$ cat src/rtl/seg7_pkg.sv
// Shared constants for the 7-segment encoder/decoder pair.
//   SEG_*      : active-high segment patterns, bit order {a,b,c,d,e,f,g}
//   BCD_BLANK  : code reported for an all-off (blank) digit
//   BCD_ERR    : code reported for an unrecognised pattern
//   state_e    : frame collector state
package seg7_pkg;

   localparam logic [6:0] SEG_0     = 7'b1111110;
   localparam logic [6:0] SEG_1     = 7'b0110000;
   localparam logic [6:0] SEG_2     = 7'b1101101;
   localparam logic [6:0] SEG_3     = 7'b1111001;
   localparam logic [6:0] SEG_4     = 7'b0110011;
   localparam logic [6:0] SEG_5     = 7'b1011011;
   localparam logic [6:0] SEG_6     = 7'b1011111;
   localparam logic [6:0] SEG_7     = 7'b1110000;
   localparam logic [6:0] SEG_8     = 7'b1111111;
   localparam logic [6:0] SEG_9     = 7'b1111011;
   localparam logic [6:0] SEG_BLANK = 7'b0000000;

   localparam logic [3:0] BCD_BLANK = 4'hA;
   localparam logic [3:0] BCD_ERR   = 4'hF;

   typedef enum logic [0:0] {
      COLLECT = 1'b0,
      PRESENT = 1'b1
   } state_e;

endpackage

$ cat src/rtl/seg7_to_bcd.sv
// Combinational 7-segment pattern to BCD decoder.
//   seg : pattern {a,b,c,d,e,f,g}, active high
//   bcd : 0..9, BCD_BLANK for an all-off digit, BCD_ERR otherwise
//   err : high when the pattern is not a digit and not blank
module seg7_to_bcd
   import seg7_pkg::*;
(
   input  logic [6:0] seg,
   output logic [3:0] bcd,
   output logic       err
);

   always_comb begin
      bcd = BCD_ERR;
      err = 1'b1;
      case (seg)
         SEG_0:     begin bcd = 4'd0;      err = 1'b0; end
         SEG_1:     begin bcd = 4'd1;      err = 1'b0; end
         SEG_2:     begin bcd = 4'd2;      err = 1'b0; end
         SEG_3:     begin bcd = 4'd3;      err = 1'b0; end
         SEG_4:     begin bcd = 4'd4;      err = 1'b0; end
         SEG_5:     begin bcd = 4'd5;      err = 1'b0; end
         SEG_6:     begin bcd = 4'd6;      err = 1'b0; end
         SEG_7:     begin bcd = 4'd7;      err = 1'b0; end
         SEG_8:     begin bcd = 4'd8;      err = 1'b0; end
         SEG_9:     begin bcd = 4'd9;      err = 1'b0; end
         SEG_BLANK: begin bcd = BCD_BLANK; err = 1'b0; end
         default:   begin bcd = BCD_ERR;   err = 1'b1; end
      endcase
   end

endmodule

$ cat src/rtl/seg7_scan_decoder.sv
// Reconstructs a multi-digit BCD value from a multiplexed 7-segment bus.
// A digit is accepted once its strobe and pattern have been steady for
// STABLE_CYCLES samples; when every digit has been accepted the frame is
// offered on a valid/ready interface.
//   clk, rst  : clock, synchronous active-high reset
//   seg       : segment pattern {a,b,c,d,e,f,g}, active high
//   dig_en    : one-hot digit strobe, bit i selects digit i
//   out_bcd   : frame value, digit i in [4i+3:4i]
//   out_err   : per-digit unrecognised-pattern flags
//   out_valid : frame available
//   out_ready : consumer accepts the frame
//   overrun   : one-cycle pulse when a completed frame is dropped
module seg7_scan_decoder
   import seg7_pkg::*;
#(
   parameter int NUM_DIGITS    = 4,
   parameter int STABLE_CYCLES = 3
)(
   input  logic                    clk,
   input  logic                    rst,
   input  logic [6:0]              seg,
   input  logic [NUM_DIGITS-1:0]   dig_en,
   output logic [4*NUM_DIGITS-1:0] out_bcd,
   output logic [NUM_DIGITS-1:0]   out_err,
   output logic                    out_valid,
   input  logic                    out_ready,
   output logic                    overrun
);

   localparam int IDX_W = (NUM_DIGITS > 1) ? $clog2(NUM_DIGITS) : 1;
   localparam int CNT_W = $clog2(STABLE_CYCLES + 1);
   localparam logic [CNT_W-1:0] CNT_MAX = CNT_W'(STABLE_CYCLES);
   localparam logic [CNT_W-1:0] CNT_PRE = CNT_W'(STABLE_CYCLES - 1);
   localparam bit SINGLE = (STABLE_CYCLES == 1);

   // live decode of the bus
   logic [3:0] dec_bcd;
   logic       dec_err;

   seg7_to_bcd u_dec (
      .seg (seg),
      .bcd (dec_bcd),
      .err (dec_err)
   );

   state_e                         state_q;
   logic [CNT_W-1:0]               cnt_q, cnt_d;
   logic [IDX_W-1:0]               ref_idx_q, idx;
   logic [6:0]                     ref_seg_q;
   logic [NUM_DIGITS-1:0]          seen_q;
   logic [NUM_DIGITS-1:0][3:0]     dig_q, dig_d;
   logic [NUM_DIGITS-1:0]          err_q, err_d;
   logic [NUM_DIGITS-1:0][3:0]     out_bcd_q;
   logic [NUM_DIGITS-1:0]          out_err_q;
   logic                           overrun_q;
   logic                           onehot, match, capture, frame_done;

   always_comb begin
      idx = '0;
      for (int i = 0; i < NUM_DIGITS; i++)
         if (dig_en[i]) idx = IDX_W'(i);
   end

   always_comb begin
      onehot = $onehot(dig_en);
      // cnt_q == 0 means the previous sample was not a usable reference
      match  = onehot && (cnt_q != '0) && (idx == ref_idx_q) && (seg == ref_seg_q);

      if (!onehot)
         cnt_d = '0;
      else if (match)
         cnt_d = (cnt_q == CNT_MAX) ? cnt_q : cnt_q + CNT_W'(1);
      else
         cnt_d = CNT_W'(1);

      // Fires only on the transition into saturation, so a held digit is
      // captured exactly once. With a single-sample requirement, every new
      // reference captures instead.
      capture    = onehot && (match ? (cnt_q == CNT_PRE && !SINGLE) : SINGLE);
      frame_done = capture && (&(seen_q | dig_en));

      // digit registers including the digit being captured this cycle, so a
      // completing frame can be presented without an extra cycle
      dig_d = dig_q;
      err_d = err_q;
      if (capture) begin
         dig_d[idx] = dec_bcd;
         err_d[idx] = dec_err;
      end
   end

   always_ff @(posedge clk) begin
      if (rst) begin
         state_q   <= COLLECT;
         cnt_q     <= '0;
         ref_idx_q <= '0;
         ref_seg_q <= '0;
         seen_q    <= '0;
         dig_q     <= '0;
         err_q     <= '0;
         out_bcd_q <= '0;
         out_err_q <= '0;
         overrun_q <= 1'b0;
      end else begin
         cnt_q     <= cnt_d;
         dig_q     <= dig_d;
         err_q     <= err_d;
         overrun_q <= 1'b0;

         if (onehot && !match) begin
            ref_idx_q <= idx;
            ref_seg_q <= seg;
         end

         if (frame_done)
            seen_q <= '0;
         else if (capture)
            seen_q <= seen_q | dig_en;

         case (state_q)
            COLLECT: begin
               if (frame_done) begin
                  out_bcd_q <= dig_d;
                  out_err_q <= err_d;
                  state_q   <= PRESENT;
               end
            end
            PRESENT: begin
               if (frame_done) begin
                  // a frame landing on the handshake cycle replaces the old one
                  if (out_ready) begin
                     out_bcd_q <= dig_d;
                     out_err_q <= err_d;
                  end else begin
                     overrun_q <= 1'b1;
                  end
               end else if (out_ready) begin
                  state_q <= COLLECT;
               end
            end
            default: state_q <= COLLECT;
         endcase
      end
   end

   assign out_bcd   = out_bcd_q;
   assign out_err   = out_err_q;
   assign out_valid = (state_q == PRESENT);
   assign overrun   = overrun_q;

endmodule

$ cat config.mk
export PLATFORM = sky130hd
export DESIGN_NAME = seg7_scan_decoder
export DESIGN_NICKNAME = d
export VERILOG_FILES = /design/src/rtl/seg7_pkg.sv /design/src/rtl/seg7_to_bcd.sv /design/src/rtl/seg7_scan_decoder.sv
export SDC_FILE = /design/constraint.sdc
export NUM_CORES = 1
export LEC_CHECK = 0
export CORE_AREA = 5 5 105 58
export CTS_CLUSTER_SIZE = 16
export DETAILED_ROUTE_END_ITERATION = 8
export DIE_AREA = 0 0 110 63
export GPL_ROUTABILITY_DRIVEN = 1
export PLACE_DENSITY_LB_ADDON = 0.2
export SETUP_SLACK_MARGIN = 0.4
export SYNTH_ARGS = -nofsm -noshare
export SYNTH_HDL_FRONTEND = slang
export SYNTH_SLANG_ARGS = --single-unit
$ cat constraint.sdc
create_clock -name clk -period 9.72 [get_ports clk]
set_input_delay 1.458 -clock clk [delete_from_list [all_inputs] [get_ports clk]]
set_output_delay 1.458 -clock clk [all_outputs]
set_load 0.005 [all_outputs]
Word-level counts from Yosys, hierarchy flattened. Cells that the tools add are included.

Logic and storage cells: 92. Output and inout bits: 22. Latch bits: 0. Input port bits: 14. Memories kept: 0. Bits in writable memories: 0. Register bits after elaboration: 57. Memory bits (read-only): 0.

Div/mod/pow operators: 0. $mul: 0. Bitwise gates (word level): 5. Equality and inequality tests: 19. Shift operators: 0. Add/sub/neg operators: 4. Multiplexer cells: 28. Reductions and logical operators: 17. Magnitude comparators: 2.

Operator list (number): two-way mux 16 bit (4); equality test 7 bit (second input constant) (8); one-hot mux 4 bit (11 select lines) (1); one-hot mux 16 bit (2 select lines) (1); two-way mux 4 bit (5); bitwise mux 16 bit (1); equality test 7 x 6 -> 1 bit (second input constant) (2); OR reduction 11 bit (1); two-way mux 1 bit (9); demux 4 bit (select 2 bit) (1); one-hot mux 4 bit (2 select lines) (1); equality test 7 bit (1); logical AND 1 bit (7); zero test 7 bit (1); inequality test 2 bit (second input constant) (3); OR reduction 3 bit (2); adder 1 x 1 -> 2 bit (2); bitwise mux 4 bit (1); equality test 2 bit (second input constant) (2); two-way mux 2 bit (2); inverter 1 bit (4); OR 4 bit (1); AND reduction 4 bit (1); OR reduction 2 bit (2); other kinds (12) (12).

Longest topological paths before layout. Gate-level depths: netlist of run 1.

Depth after elaboration: 12. Gate-level depth with buffers: 15. Mapped depth without buffers: 11.

Hierarchy. A second synthesis of run 1 with hierarchy kept.

Cells, all modules: 332. Area, all modules: 2971.6 um^2.

By module, submodules not included: seg7_scan_decoder (area an instance 2643.8 um^2, cells an instance 286, instances 1, seq. area each 1141.1 um^2); seg7_to_bcd (area an instance 327.8 um^2, cells an instance 46, instances 1, seq. area each 0.0 um^2).

Worst setup path after synthesis of run 1. No wires, ideal clock.

Path type: input -> register. Start: input port dig_en[3]. End: register out_err_q[3] (netlist: out_err[3]). Arrival: 4301 ps. Buffers on the path: 4. Library setup time: 79 ps. Cell stages on the path: 15. Required time: 9641 ps. Slack: 5340 ps. Path through: buf_2 -> inv_1 -> fa_1 -> inv_1 -> ha_1 -> ha_1 -> or3b_4 -> nor4_2 -> o2111a_1 -> buf_4 -> and4_1 -> buf_4 -> buf_6 -> nor2_1 -> a211oi_2.

Longest elaborated chain between the ends: 12. Elaborated cells between the ends (all ways): 27. Those cells by class: add/sub (2); order compare (2); eq/ne (4); mux (10); bitwise (1); reduce/logical (8).

RTL lines: start: declaration (line seg7_scan_decoder.sv:22) `input logic [NUM_DIGITS-1:0] dig_en,`; adder 1 x 1 -> 2 bit (not written as such) (line seg7_scan_decoder.sv:65) `onehot = $onehot(dig_en);`; adder 2 x 2 -> 3 bit (not written as such) (line seg7_scan_decoder.sv:65); equality test 3 x 1 -> 1 bit (line seg7_scan_decoder.sv:65); logical AND 1 bit (3 in a row) (line seg7_scan_decoder.sv:67) `match = onehot && (cnt_q != '0) && (idx == ref_idx_q) && (seg == ref_seg_q);`; two-way mux 1 bit (line seg7_scan_decoder.sv:79) `capture = onehot && (match ? (cnt_q == CNT_PRE && !SINGLE) : SINGLE);`; logical AND 1 bit (line seg7_scan_decoder.sv:79); two-way mux 4 bit (line seg7_scan_decoder.sv:86) `if (capture) begin`; two-way mux 4 bit (line seg7_scan_decoder.sv:131) `if (out_ready) begin`; two-way mux 4 bit (line seg7_scan_decoder.sv:129) `if (frame_done) begin`; one-hot mux 4 bit (2 select lines) (line seg7_scan_decoder.sv:120) `case (state_q)`; end signal: assignment (line seg7_scan_decoder.sv:124) `out_err_q <= err_d;`; end signal: assignment (line seg7_scan_decoder.sv:133) `out_err_q <= err_d;`; end: declaration (line seg7_scan_decoder.sv:54) `logic [NUM_DIGITS-1:0] out_err_q;`.

Several ways; a longest one is shown, not always the timed one. The select of a mux whose other input is x is not followed. A chain may end at the register's enable or synchronous reset.

Final worst setup path of run 1.
Start: input port dig_en[3]. End: register out_bcd_q (netlist bit out_bcd[12]).

Longest elaborated chain between the ends: 12. Elaborated cells between the ends (all ways): 27. Those cells by class: add/sub (2); order compare (2); eq/ne (4); mux (10); bitwise (1); reduce/logical (8).

RTL lines: adder 1 x 1 -> 2 bit (not written as such) (line seg7_scan_decoder.sv:65); adder 2 x 2 -> 3 bit (not written as such) (line seg7_scan_decoder.sv:65); equality test 3 x 1 -> 1 bit (line seg7_scan_decoder.sv:65); logical AND 1 bit (3 in a row) (line seg7_scan_decoder.sv:67); two-way mux 1 bit (line seg7_scan_decoder.sv:79); logical AND 1 bit (line seg7_scan_decoder.sv:79); two-way mux 16 bit (line seg7_scan_decoder.sv:86); two-way mux 16 bit (line seg7_scan_decoder.sv:131); two-way mux 16 bit (line seg7_scan_decoder.sv:129); one-hot mux 16 bit (2 select lines) (line seg7_scan_decoder.sv:120); end signal: assignment (line seg7_scan_decoder.sv:123) `out_bcd_q <= dig_d;`; end signal: assignment (line seg7_scan_decoder.sv:132) `out_bcd_q <= dig_d;`; end: declaration (line seg7_scan_decoder.sv:53) `logic [NUM_DIGITS-1:0][3:0] out_bcd_q;`.

Several ways; a longest one is shown, not always the timed one. The select of a mux whose other input is x is not followed.

==> results.toml, run 1 <==
[finish]
diodes = 0
mostFrequentLayoutCell = "dfxtp_1"
layout.cells.most_common_list = "57 x dfxtp_1, 41 x nor2_1, 34 x clkdlybuf4s50_1"
final_cell_count_no_fill = 405
syn_to_final_growth_pct = 18.1
layout-drive-gt1-share_pct = 12.0
nets = 347
stdcell_area_mm2 = 0.00323
fin_util_pct = 62.6

[logic_synthesis]
yosys_warnings = 0
synth_cells = 303
ys_async_sr_fraction_pct = 0
synth_seq_area_share_pct = 41.8
netlist_area_mm2 = 0.00273
ys_ff_latch = 57
synth-main-ff-cell = "dfxtp_1"
synth_nets = 323
avgSynthCellArea_um2 = 9.02
synth_edf_count = 0
yosys.cell_types.count = 49

[floorplan]
die_w_um = 110
initial_utilization_pct = 53.0
dieHeight_um = 63
rows = 19
io_pins = 36
dieArea_mm2 = 0.00693
core_area_mm2 = 0.00516

[power_and_ir_drop]
ir_drop_mv = 0.0815
pwr-share-seq_pct = 49.6
p_leak_uw = 0.00127
p_int_uw = 362
cellPowerDensity_mw_per_mm2 = 151
pwr-share-clk_pct = 40.0
pwr-share-comb_pct = 10.4
swShare_pct = 25.9
power_switching_uw = 126

[clock_network]
cts_sinks = 57
cts_made_buffers = 9
clock_latency_ps = 330
post_cts_buffers = 0
cts_root_buffer = "clkbuf_8"
ctsResizeCount = 0
h-tree-depth = 3
clk_transition_reported_paths_ps = 60
cts_tree = "yes"
hold_buffers = 0
clockBufferDepth = 2

[routing]
avgRoutedWirePerCell_um = 15.2
drtIter0Drc = 106
via_per_inst = 5.57
firstDrtPassIters = 4
vias = 2257
wl_mm = 6.18
ant_nets = 0
drcViolationCount = 0

[setup_path]
timing.rr.start = "cnt_q[0]"
required_ps = 9970
worst-path-max-fanout = 32
critPathKind = "in2reg"
crit_path_end_kind = "register"
crit_arrival_ps = 5480
crit_start = "dig_en[3]"
cp-start-kind = "primary input"

[sta]
relSlewSlack_pct = 37.3
fmax_mhz = 191
timing.final.crit_share_pct = 53.8
period_minus_slack_ps = 5230
finalHoldViolCount = 0
fin_skew_ps = 5.88
tns_ps = 0
rsz0062_at_grt = "no"
tightest_slew_ps = 940
final_max_slew_viol_count = 0
finalSetupViolCount = 0

[global_route]
grt_usage_pct = 18.6
grt_pass1_vias = 2058
antenna_found_initial = 0
grt_max_degree = 47
grt_pass1_wl_mm = 9.92
grt-ovfl-total = 0

[hold_path]
hold_start = "out_bcd[3]"
min_path_type = "reg2reg"

[placed_design]
place_area_mm2 = 0.00305
port_buffers = 35
hpwl_mm = 4.42
placed_cells = 389
place_congestion = 0.830

[flow_run]
cap_violations = 0

[run_status]
outcome = "complete, no violations"
[cells in the mapped netlist, types with 3 or more instances]
master	instances	area, µm²
a211oi_2	11	138
nor3_1	9	45.0
nor4_1	3	18.8
o211ai_1	8	60.1
nor4_2	3	37.5
clkbuf_1	10	37.5
o21ai_0	3	15.0
dfxtp_1	57	1140
nor2_1	41	154
inv_1	9	33.8
o2111ai_1	4	35.0
ha_1	5	62.6
buf_2	6	30.0
nand3_1	7	35.0
a211oi_1	4	30.0
o211a_1	7	70.1
nand2b_1	8	50.1
buf_4	4	30.0
a21oi_1	25	125
nand2_1	26	97.6
xor2_1	9	78.8
mux2i_1	8	80.1
[power groups by stage]
stage	clock, µW	combinational (µW)	sequential, µW
after floorplan	0	37.4	246
after global placement	0	48.7	247
after detailed placement	0	50.1	247
after CTS	199	50.3	242
after global routing	212	55.6	242
final	195	50.8	242
[per-stage QoR]
stage,hold WS [ps],worst slack (ps),power (µW)
2_1_floorplan,426,5340,284
3_3_place_gp,433,4340,296
3_5_place_dp,447,4190,297
4_1_cts,456,4520,491
5_1_grt,462,4270,510
6_report,456,4490,488
[registers in the layout, indices dropped and copies added (netlist names), 2 cells and up]
register / flops
ref_idx_q: 2
seen_q: 4
dig_q: 16
cnt_q: 2
err_q: 4
out_err: 4
ref_seg_q: 7
out_bcd: 16
[worst paths after layout]
| path | cells past startpoint | to | slack, ps |
|---|---|---|---|
| min reg2reg | 2 | out_bcd[3] | 460 |
| max reg2reg | 7 | out_bcd[7] | 7210 |
| max | 13 | out_bcd[12] | 4490 |
| min | 2 | out_bcd[3] | 460 |
[logic make-up (layout without fill, tap and decap cells)]
group	count (synthesis)	count (layout)	share of synthesized area, %
flops	57	57	41.8
fa+ha+maj	6	6	3.02
simple gates	113	113	20.9
xor+xnor	10	10	3.21
compound gates	75	75	21.9
buf+inv	33	62	5.91
mux	9	9	3.34
[cell type report]
cell class | instances | area [µm²]
fillers | 469 | 1930
multi-input cells | 213 | 1430
flip-flops and latches | 57 | 1140
repair buffers | 36 | 353
clock buffers | 13 | 159
well taps | 73 | 91.3
inverters | 10 | 37.5
clock inverters | 3 | 15.0
[worst max-delay path, cell delays in order]
cell and delay [ps]:
clkdlybuf4s50_1 690, inv_1 140, fa_1 500, inv_1 50
ha_1 180, ha_1 290, or3b_4 500, nor4_2 300
o2111a_1 440, and4_1 240, buf_4 350, o211ai_1 160
a21oi_1 170
[routing by layer]
| layer | share of wire (%) | global-route usage (%) | wire (µm) |
|---|---|---|---|
| met1 | 49 | 26.3 | 3050 |
| met2 | 43 | 25.6 | 2650 |
| met3 | 7.0 | 7.53 | 435 |
| met4 | 0.58 | 5.29 | 36 |
| met5 | 0 | 0 | 0 |
Power figures use the tool's default switching activity.
==> run 2, diff against run 1 <==
- CORE_AREA: 5 5 105 58 -> 5 5 106 58
- DIE_AREA: 0 0 110 63 -> 0 0 111 63
- clock period: 9.72 -> 5.4 ns (I/O delays scaled with it)
==> run 2 against run 1 <==
Global-route usage down 0.38 points. Critical endpoint is now out_bcd[8]. Die area up 0.91%. Worst setup slack worse by 3600 ps. Non-clock buffer count up 2. Register-to-register slack worse by 4300 ps. Hold slack about the same. Combinational power up 82%. Routed wire length down 2.7%.
==> results.toml, run 2 (synthesis results as in run 1) <==
[clock_network]
clk_transition_reported_paths_ps = 70
post_cts_buffers = 0
cts_made_buffers = 9
hold_buffers = 0
h-tree-depth = 3
cts_root_buffer = "clkbuf_8"
clock_latency_ps = 340
cts_tree = "yes"
cts_sinks = 57
ctsResizeCount = 0
clockBufferDepth = 2

[routing]
ant_nets = 0
avgRoutedWirePerCell_um = 14.8
vias = 2266
drcViolationCount = 0
drtIter0Drc = 116
via_per_inst = 5.57
wl_mm = 6.01
firstDrtPassIters = 4

[finish]
nets = 349
syn_to_final_growth_pct = 18.6
layout.cells.most_common_list = "57 x dfxtp_1, 41 x nor2_1, 34 x clkdlybuf4s50_1"
stdcell_area_mm2 = 0.00324
fin_util_pct = 62.2
diodes = 0
layout-drive-gt1-share_pct = 12.9
n_fill_cell = 472
mostFrequentLayoutCell = "dfxtp_1"

[global_route]
grt_max_degree = 47
grt_pass1_vias = 2061
grt-ovfl-total = 0
grt_pass1_wl_mm = 10.3
grt_usage_pct = 18.2
antenna_found_initial = 0

[setup_path]
crit_arrival_ps = 4740
worstPathCellList = "clkdlybuf4s50_1 -> inv_1 -> fa_1 -> inv_1 -> ha_1 -> ha_1 -> or3b_4 -> nor4_2 -> o2111a_1 -> and4_1 -> buf_4 -> o211ai_1 -> a21oi_1"
cp-start-kind = "primary input"
worst-path-max-fanout = 32
critPathKind = "in2reg"
crit_path_end_kind = "register"
critical-path-slowest-cell = "clkdlybuf4s50_1"
cpPeakStageDelay_ps = 650
required_ps = 5650

[floorplan]
initial_utilization_pct = 52.5
dieHeight_um = 63
rows = 19
die_w_um = 111
dieArea_mm2 = 0.00699
io_pins = 36
core_area_mm2 = 0.00521

[sta]
final_max_slew_viol_count = 0
fmax_mhz = 223
tns_ps = 0
fin_skew_ps = 5.26
relSlewSlack_pct = 38.2
finalHoldViolCount = 0
tightest_slew_ps = 927
rsz0062_at_grt = "no"
setup_ws_ps = 918
timing.final.crit_share_pct = 83.0
period_minus_slack_ps = 4480
finalSetupViolCount = 0

[hold_path]
min_path_type = "reg2reg"

[placed_design]
hpwl_mm = 4.33
dp_slack_ps = 618
port_buffers = 35
place_congestion = 0.828
place_area_mm2 = 0.00307

[run_status]
outcome = "complete, no violations"

[flow_run]
cap_violations = 0

[power_and_ir_drop]
cellPowerDensity_mw_per_mm2 = 270
p_leak_uw = 0.00128
ir_drop_mv = 0.128
[run 2: cell count changes in the layout (fill, tap and decap cells not counted)]
| cell | delta |
|---|---|
| buf_4 | +2 |
| clkbuf_1 | -1 |
| clkbuf_8 | -1 |
| clkinv_4 | +1 |
| clkinvlp_4 | +1 |
[run 2: per-layer routing]
metal | track usage [%] | share of wire (%) | routed length (µm) | vias up
met5 | 0 | 0 | 0 | -
met4 | 4.61 | 0.87 | 52 | 0
met3 | 6.58 | 6.6 | 398 | 6
met2 | 24.3 | 41 | 2440 | 54
met1 | 27.1 | 52 | 3120 | 1065
li1 | - | - | - | 1141
[run 2: cell type report]
class / count / area, µm² / area share (%)
Multi-Input combinational cell: 213 / 1430 / 44.1
Sequential cell: 57 / 1140 / 35.2
Timing Repair Buffer: 38 / 368 / 11.4
Clock buffer: 11 / 141 / 4.36
Tap cell: 73 / 91.3 / 2.82
Inverter: 10 / 37.5 / 1.16
Clock inverter: 5 / 31.3 / 0.965
[run 2: where the power goes]
part | total [µW] | internal, µW | leakage [µW] | switching [µW]
Clock | 348 | 177 | 0.0000891 | 171
Combinational | 92.7 | 34.9 | 0.000727 | 57.8
Sequential | 435 | 429 | 0.000460 | 6.53
Total | 876 | 641 | 0.00128 | 236
[run 2: final timing paths]
path	start	to	slack [ps]	cells after the start
setup / recovery	dig_en[1]	out_bcd[8]	920	13
setup reg to reg	ref_idx_q[0]	out_bcd[8]	2950	7
hold / removal	out_bcd[12]	out_bcd[12]	460	2
hold reg to reg	out_bcd[12]	out_bcd[12]	460	2
[run 2: worst max-delay path: cells and delay by family]
| kind | cells | cell delay (ps) |
|---|---|---|
| AOI/OAI and AO/OA | 3 | 750 |
| adders and majority gates | 3 | 970 |
| buffers and inverters | 4 | 1150 |
| and+or+nand+nor | 3 | 1040 |
[run 2: through the flow]
step                cells  power, µW  hold slack, ps
finish                407        876             456
detailed placement    391        537             449
global route          407        917             473
CTS                   407        884             457
global placement      391        535             444
floorplan             303        511             426
==> run 3, diff against run 2 <==
- CORE_AREA: 5 5 106 58 -> 5 5 112 61
- DIE_AREA: 0 0 111 63 -> 0 0 117 66
- clock period: 5.4 -> 3.8 ns (I/O delays scaled with it)
==> run 3 against run 2 <==
Clock skew grew 5.1 ps. Routed wire length rose by 18%. Clock power grew to 2.5 times the previous value. Critical endpoint is now out_err[0]. Combinational power grew 63%. Core utilization increased by 2.2 points. First-iteration DRC count up 31%. Largest power group is now the clock network. Die area increased by 10%. Total power up 89%. Design area is 15% higher.
==> results.toml, run 3 (synthesis results as in run 1) <==
[run_status]
outcome = "complete, no violations"

[global_route]
antenna_found_initial = 0
grt_pass1_wl_mm = 12.0
grt_pass1_vias = 2386
grt_usage_pct = 20.5
grt_max_degree = 46
grt-ovfl-total = 0

[setup_path]
crit_path_end = "out_err[0]"
r2r_slack_ps = 1290
worst-path-max-fanout = 6
required_ps = 4040
timing.rr.start = "cnt_q[0]"
crit_start = "dig_en[1]"
crit_path_end_kind = "register"
r2r-end = "out_err[0]"
critPathKind = "in2reg"
reg2regPathDepth = 7
cp-start-kind = "primary input"
crit_arrival_ps = 3480

[clock_network]
clockBufferDepth = 2
cts_sinks = 57
cts_made_buffers = 9
clock_latency_ps = 330
clk_transition_reported_paths_ps = 60
h-tree-depth = 3
hold_buffers = 0
cts_root_buffer = "clkbuf_16"
cts_tree = "yes"

[power_and_ir_drop]
p_int_uw = 1270
cellPowerDensity_mw_per_mm2 = 444
pwr-share-comb_pct = 9.1
pwr-share-seq_pct = 37.4
power_switching_uw = 384
pwr-share-clk_pct = 53.5
swShare_pct = 23.1
ir_drop_mv = 0.224
p_leak_uw = 0.00148

[floorplan]
die_w_um = 117
dieHeight_um = 66
core_area_mm2 = 0.00581
io_pins = 36
rows = 20
dieArea_mm2 = 0.00772
initial_utilization_pct = 47.1

[sta]
final_max_slew_viol_count = 0
finalHoldViolCount = 0
rsz0062_at_grt = "no"
fin_skew_ps = 10.4
finalSetupViolCount = 0
tightest_slew_ps = 805
fmax_mhz = 309
relSlewSlack_pct = 46.0
period_minus_slack_ps = 3240
timing.final.crit_share_pct = 85.2

[routing]
wl_mm = 7.12
drcViolationCount = 0
drtIter0Drc = 152
ant_nets = 0
avgRoutedWirePerCell_um = 16.4
vias = 2427
firstDrtPassIters = 4
via_per_inst = 5.58

[finish]
diodes = 0
final_cell_count_no_fill = 435
syn_to_final_growth_pct = 36.8
nets = 373
stdcell_area_mm2 = 0.00374
mostFrequentLayoutCell = "dfxtp_1"
layout-drive-gt1-share_pct = 23.2
layout.cells.most_common_list = "57 x dfxtp_1, 39 x nor2_1, 31 x clkdlybuf4s50_1"

[placed_design]
place_congestion = 0.795
port_buffers = 35
placed_cells = 412
hpwl_mm = 4.75
place_area_mm2 = 0.00323

[flow_run]
cap_violations = 0

[hold_path]
min_path_type = "reg2reg"
-- run 3: cell count changes in the layout (fill, tap and decap cells not counted), moves of 3 or more --
cell | before | now
inv_2 | 0 | 3
buf_4 | 3 | 18
clkdlybuf4s50_1 | 34 | 31
clkbuf_16 | 0 | 9
buf_6 | 0 | 5
clkbuf_8 | 10 | 2
inv_1 | 9 | 6
-- run 3: worst min path at each step --
stage / startpoint / endpoint / slack, ps / cells after the start
5_1_grt: out_bcd[11] / out_bcd[11] / 480 / 2
6_report: seen_q[3] / seen_q[3] / 460 / 2
2_1_floorplan: seen_q[3] / seen_q[3] / 430 / 2
3_3_place_gp: seen_q[3] / seen_q[3] / 430 / 2
3_5_place_dp: seen_q[3] / seen_q[3] / 460 / 2
4_1_cts: seen_q[3] / seen_q[3] / 460 / 2
-- run 3: area by class of cell --
class | count | area [µm²]
clock buffer | 11 | 253
fill | 494 | 2070
sequential | 57 | 1140
tap | 77 | 96.3
timing repair buffer | 62 | 634
clock inverter | 5 | 77.6
inverter | 10 | 37.5
multi-input combinational | 213 | 1500
-- run 3: power groups by stage --
| stage | clock network (µW) | logic, µW | registers, µW |
|---|---|---|---|
| 2_1_floorplan | 0 | 100 | 630 |
| 3_3_place_gp | 0 | 141 | 631 |
| 3_5_place_dp | 0 | 144 | 632 |
| 4_1_cts | 896 | 150 | 620 |
| 5_1_grt | 932 | 167 | 621 |
| 6_report | 887 | 151 | 620 |
-- run 3: through the flow --
step | total power (µW) | setup WS, ps | setup TNS, ps | hold WS, ps | util [%]
finish | 1660 | 562 | 0 | 461 | 64.4
CTS | 1670 | 572 | 0 | 462 | 64.4
detailed placement | 775 | -273 | -4850 | 455 | 55.7
global route | 1720 | 423 | 0 | 478 | 64.4
floorplan | 730 | 441 | 0 | 426 | -
global placement | 772 | -188 | -2650 | 434 | 55.7
-- run 3: critical path: stages --
cell	delay, ps
dlygate4sd2_1	230
inv_2	50
fa_1	500
inv_1	50
ha_2	180
ha_4	230
or3b_4	410
nor4_4	160
o2111a_2	240
and4_4	250
buf_6	110
bufbuf_16	250
nor2_1	50
a211oi_2	200
-- run 3: timing repair --
action                     4_1_cts  5_1_grt
setup endpoints to repair       42        2
buffers inserted                 5        0
pin swaps                        5        0
resized for setup               20        1
cloned                           2        0
-- run 3: routing by layer --
| layer | vias to the layer above | GRT usage, % | part of all wire, % |
|---|---|---|---|
| li1 | 1186 | - | - |
| met1 | 1150 | 28.4 | 48 |
| met2 | 84 | 30.2 | 44 |
| met3 | 7 | 6.03 | 7.3 |
| met4 | 0 | 7.30 | 0.94 |
| met5 | - | 0 | 0 |
